--- config.mk ---
export PLATFORM = sky130hd
export DESIGN_NAME = mux_scan_controller
export DESIGN_NICKNAME = d
export VERILOG_FILES = /design/src/rtl/mux_scan_controller.sv
export SDC_FILE = /design/constraint.sdc
export NUM_CORES = 1
export LEC_CHECK = 0
export CAP_MARGIN = 20
export CORE_ASPECT_RATIO = 1.2
export CORE_MARGIN = 2
export CORE_UTILIZATION = 45
export CTS_CLUSTER_DIAMETER = 60
export CTS_CLUSTER_SIZE = 28
export DETAILED_ROUTE_END_ITERATION = 8
export PLACE_DENSITY = 0.81
export REMOVE_ABC_BUFFERS = 1
export SLEW_MARGIN = 0
export SYNTH_ARGS = -nofsm -noshare
export SYNTH_HDL_FRONTEND = slang
export SYNTH_SLANG_ARGS = --single-unit
export TNS_END_PERCENT = 30
--- constraint.sdc ---
create_clock -name clk -period 2.8 [get_ports clk]
set_input_delay 0.56 -clock clk [delete_from_list [all_inputs] [get_ports clk]]
set_output_delay 0.56 -clock clk [all_outputs]
set_load 0.02 [all_outputs]
--- src/rtl/mux_scan_controller.sv ---
// Loopback driver/checker for a 4:1 mux: drives a latched word onto the mux inputs,
// walks the select lines I0..I3, samples the mux output per address and flags readback mismatches.
module mux_scan_controller #(
    parameter int unsigned SETTLE = 2
) (
    input  logic       clk,
    input  logic       rst_n,
    input  logic       start,
    input  logic [3:0] data_in,
    output logic [3:0] mux_in,
    output logic       addr0,
    output logic       addr1,
    input  logic       mux_out,
    output logic       sample,
    output logic       serial_out,
    output logic       serial_valid,
    output logic [3:0] readback,
    output logic       busy,
    output logic       done,
    output logic       mismatch
);

    // Handshake: start is taken on a rising edge only while busy is low; it is never queued.
    // serial_valid is a one-cycle strobe qualifying serial_out; done is a one-cycle strobe
    // after which readback and mismatch are stable until the next accepted start.
    typedef enum logic [1:0] {
        IDLE = 2'd0,
        SCAN = 2'd1,
        DONE = 2'd2
    } state_t;

    state_t     state;
    state_t     state_nxt;
    logic [3:0] cnt;
    logic [1:0] idx;
    logic [3:0] rb_nxt;

    always_comb begin
        state_nxt   = state;
        sample      = 1'b0;
        rb_nxt      = readback;
        rb_nxt[idx] = mux_out;
        case (state)
            IDLE: begin
                if (start) state_nxt = SCAN;
            end
            SCAN: begin
                sample = (cnt == 4'(SETTLE - 1));
                if (sample && idx == 2'd3) state_nxt = DONE;
            end
            DONE: begin
                state_nxt = IDLE;
            end
            default: begin
                state_nxt = IDLE;
            end
        endcase
    end

    // The address is only meaningful while scanning; it parks at 00 otherwise.
    assign addr0 = (state == SCAN) & idx[0];
    assign addr1 = (state == SCAN) & idx[1];
    assign busy  = (state != IDLE);
    assign done  = (state == DONE);

    always_ff @(posedge clk or negedge rst_n) begin
        if (!rst_n) begin
            state        <= IDLE;
            cnt          <= 4'd0;
            idx          <= 2'd0;
            mux_in       <= 4'd0;
            readback     <= 4'd0;
            serial_out   <= 1'b0;
            serial_valid <= 1'b0;
            mismatch     <= 1'b0;
        end else begin
            state        <= state_nxt;
            serial_valid <= 1'b0;
            case (state)
                IDLE: begin
                    if (start) begin
                        mux_in   <= data_in;
                        readback <= 4'd0;
                        mismatch <= 1'b0;
                        idx      <= 2'd0;
                        cnt      <= 4'd0;
                    end
                end
                SCAN: begin
                    if (sample) begin
                        readback     <= rb_nxt;
                        serial_out   <= mux_out;
                        serial_valid <= 1'b1;
                        cnt          <= 4'd0;
                        // Final capture: compare the fully assembled word on the way into DONE.
                        if (idx != 2'd3) idx <= idx + 2'd1;
                        else             mismatch <= (rb_nxt != mux_in);
                    end else begin
                        cnt <= cnt + 4'd1;
                    end
                end
                default: begin
                end
            endcase
        end
    end

endmodule

# After elaboration in Yosys (flattened, before gate mapping)
# Index checks and enable logic that the tools add are counted.
# Widths: inputs -> output; s select.
# word_totals
regBits	19
inputBits	8
elab_cells	59
# classes
add_sub_neg	2
order_cmp	2
n_eq_ne	11
mux	22
bitwise_logic	2
n_reduce_logical	12
# op_table
op	n
$pmux 4 s2	2
$mux 4	3
$mux 2	5
$ne 2x2->1 const B	5
$pmux 2 s2	2
$reduce_and 2->1	4
$reduce_and 4->1	2
$mux 1	7
$add 4x1->4 const B	1
$bwmux 4	1
$eq 2x2->1 const B	2
$eq 4x1->1 const B	1
$ne 4x4->1	1
$reduce_bool 2->1	2
$lt 2x3->1 const B	1
$reduce_and 3->1	1
$add 2x1->2 const B	1
$and 1x1->1	2
$demux 1 s2	1
$eq 2x1->1 const B	1
$ge 2x1->1 const B	1
$logic_and 1x1->1	2
$logic_not 2->1	1
$ne 2x1->1 const B	1
$pmux 1 s2	1

# Longest topological paths before layout
# logic_depth
word_depth	9
ltp_mapped	7
ltp_nobuf	7

# Worst setup path after synthesis
# Ideal clock, no wire load.
# synth_path
path_type	register to output
start	reg cnt[1]
end	out sample
t_arrival_ns	1.192
path_slack_ns	1.048
stages_incl_launch_ff	6
path_cell_list	dfrtp_1 -> inv_1 -> ha_1 -> nor3b_1 -> nand2_1 -> inv_2
# synth_via
elab_chain_cells	2
# synth_rtl
item	line	rtl
start, declared	34	logic [3:0] cnt;
start signal, assigned	99	cnt <= cnt + 4'd1;
$eq 4x1->1	48	sample = (cnt == 4'(SETTLE - 1));
$mux 1	43	case (state)
end, declared	14	output logic sample,
# No other way between the ends.

# Final worst setup path
# Ends and elaborated chain as after synthesis.

==> results by group <==
Global routing
  – First-pass GRT wire length: 3381 um
  – Number of global-route vias before repair: 787
  – Antenna violations before repair: 0
  – Global route overflow: 0
  – Largest net degree at the start of global routing: 20
  – GRT Resource Usage Total: 17.45%

Synthesis
  – Top FF cell, synth: dfrtp_1
  – YS warnings: 0
  – Mean Syn Cell Area: 11.33 um2
  – Yosys top cell by area: dfrtp_1
  – Area share of the largest cell type after synthesis: 47.15%
  – Synth Cell Area: 1008 um2
  – Register area share after synthesis: 47.15%
  – EDFF count, synth: 0
  – Asr flop ratio synth: 100.0%
  – Largest cells by area after synthesis: dfrtp_1, ha_1, mux2_2
  – Number of synthesized register bits: 19
  – Mapped Cells: 89
  – Distinct cells, synth: 29

Setup path
  – CP Cell Sequence: inv_1 > ha_1 > nor3b_2 > nand2_2 > inv_2 > clkdlybuf4s50_1
  – FF-to-FF Start: idx[0]$_DFFE_PN0P_
  – Slowest stage delay, CP: 0.61 ns
  – Setup crit end kind: primary output
  – Slowest-stage cell, CP: clkdlybuf4s50_1
  – Arrival @ worst endpoint: 2.08 ns
  – Worst Path Required: 2.24 ns
  – Critical path startpoint category: flop
  – CP Class: flop to primary output
  – Crit path max fanout: 8
  – CP Launch Point: cnt[1]$_DFFE_PN0P_

Place
  – Hpwl dp: 1499 um
  – DP Worst Slack: 0.3340 ns
  – Post-Place Cells: 141
  – IO Port Bufs: 23
  – Gpl congestion: 0.7626

Route
  – Drt first-iter violations: 10
  – Vias per std cell: 5.262
  – Via count: 763
  – Drt total wl: 1985 um
  – Post-DRT Antenna Nets: 0
  – 1st-pass router iterations: 4
  – Remaining DRCs: 0
  – Wirelength per Cell: 13.69 um

Floorplan
  – Core area: 2095 um2
  – Chip height: 55.86 um
  – Starting Density: 48.15%
  – Row count: 18
  – Die W: 47.22 um
  – Top Ports: 24
  – Die ar.: 2637 um2

Layout
  – NumNets Final: 130
  – Inserted Diodes: 0
  – Fraction of layout cells with a size suffix above 1: 15.65%
  – Filler cells: 163
  – Area growth, synth to finish: 29.53%
  – Final core utilization: 62.37%
  – Final instance count without filler cells: 145

Timing
  – Final Max Slew Viols: 0
  – Headroom to the max-slew limit: 44.02%
  – Final hold violations: 0
  – TNS Setup: 0 ns
  – Fin crit share: 94.21%
  – Fin worst setup slack: 0.1622 ns
  – Worst-Margin Slew: 0.8370 ns
  – Fin crit period: 2.638 ns
  – Fmax: 379.1 MHz
  – Final setup viols: 0
  – RSZ-0062 raised after global routing: false
  – Clock skew: 0.002904 ns

Clock network
  – CTS root buffer: clkbuf_4
  – CTS tree: yes
  – Clock Latency Late Sink: 0.30 ns
  – Clock sinks: 19
  – # H-tree levels: 1
  – CTS buffer count: 3
  – Setup bufs post-CTS: 0
  – Clk slew on worst S/H paths: 0.10 ns
  – Max clock buf depth: 2

Min path
  – Hold crit path type: flop to flop
  – Hold Startpoint: serial_out$_DFFE_PN0P_

Job
  – Max-cap violation count: 0

Power
  – P_leak: 0.5892 nW
  – Peak supply drop: 0.7384 mV
  – Pwr dens: 1203 nW/um2

Status
  – Status: complete, no violations
-- state kept, by name, indices dropped and copies added (netlist names) --
register,flops
cnt,4
idx,2
mismatch,1
mux_in,4
readback,4
serial_out,1
serial_valid,1
state,2
-- timing repair --
item                       CTS  global route
hold buffers                 0             0
gates resized for setup      1             1
setup endpoints to repair    1             1
-- through the flow --
stage | total power, W | cell area [um2] | hold slack [ns]
after global placement | 0.001405 | 1272 | 0.4982
after detailed placement | 0.001432 | 1272 | 0.4771
final | 0.001572 | 1306 | 0.5168
after floorplan | 0.001094 | 1005 | 0.2644
after CTS | 0.001586 | 1301 | 0.5091
after global routing | 0.001687 | 1306 | 0.5397
-- layout make-up --
cell class | instances | area (um2) | area share [%]
Timing Repair Buffer | 23 | 230.2 | 17.62
Multi-Input combinational cell | 61 | 506.7 | 38.79
Clock buffer | 4 | 26.28 | 2.011
Tap cell | 30 | 37.54 | 2.874
Sequential cell | 19 | 475.5 | 36.40
Inverter | 8 | 30.03 | 2.299
-- routing by layer --
layer / global-route usage [%] / vias up / part of all wire (%) / wire [um]
met5: 0 / - / 0 / 0
met4: 5.952 / 0 / 1.2 / 24
met3: 3.247 / 2 / 3.7 / 73
met2: 27.01 / 20 / 51 / 1010
met1: 23.95 / 380 / 44 / 877
li1: - / 361 / - / -
-- critical path, delay by kind of cell (launching register included) --
family / cells / cell delay, ns
fa+ha+maj: 1 / 0.15
buf+inv: 3 / 0.81
flops: 1 / 0.42
simple gates: 2 / 0.40
-- path summary, 6_finish.rpt --
check	endpoint	slack [ns]	cells after the start
max reg2reg	mismatch$_DFFE_PN0P_	1.20	6
min	serial_out$_DFFE_PN0P_	0.52	2
max	sample	0.16	6
min in group asynchronous	cnt[0]$_DFFE_PN0P_	0.73	1
max in group asynchronous	readback[2]$_DFFE_PN0P_	1.55	1
min reg2reg	serial_out$_DFFE_PN0P_	0.52	2
-- logic make-up (layout without fill, tap and decap cells) --
group	after synthesis	in the layout	share of synthesized area (%)
AO/OA/AOI/OAI	19	19	15.01
XOR/XNOR	5	5	4.342
buffers and inverters	9	35	3.350
adder cells (fa/ha/maj)	6	6	7.444
flip-flops	19	19	47.15
AND/OR/NAND/NOR	22	22	12.78
multiplexers	9	9	9.925
-- cells in the mapped netlist, drive strengths merged (2+ instances only) --
| cell type | number |
|---|---|
| dfrtp | 19 |
| inv | 8 |
| nand2 | 7 |
| ha | 6 |
| o21bai | 6 |
| mux2 | 5 |
| xor2 | 5 |
| a32o | 4 |
| mux2i | 4 |
| a21o | 3 |
| and2b | 3 |
| nor2 | 3 |
| o21ai | 3 |
| a22o | 2 |
| and2 | 2 |
-- power by group --
part	internal, W	switching [W]
logic	0.000468	0.000454
clock network	0.0000555	0.0000826
registers	0.000392	0.000120
-- placed cells by master (no fill, tap or decap), drive strengths merged --
cell	n
and2b	3
or2	1
a21o	3
clkbuf	4
o21ai	3
nor3b	1
and4bb	1
o21bai	6
inv	8
clkdlybuf4s50	23
nand2b	1
nand3	1
xor2	5
a32o	4
a22o	2
mux2i	4
a31oi	1
nor2	3
ha	6
dfrtp	19
nor4	1
nand2	7
nand4	1
mux2	5
and2	2
(Power assumes the default switching activity.)
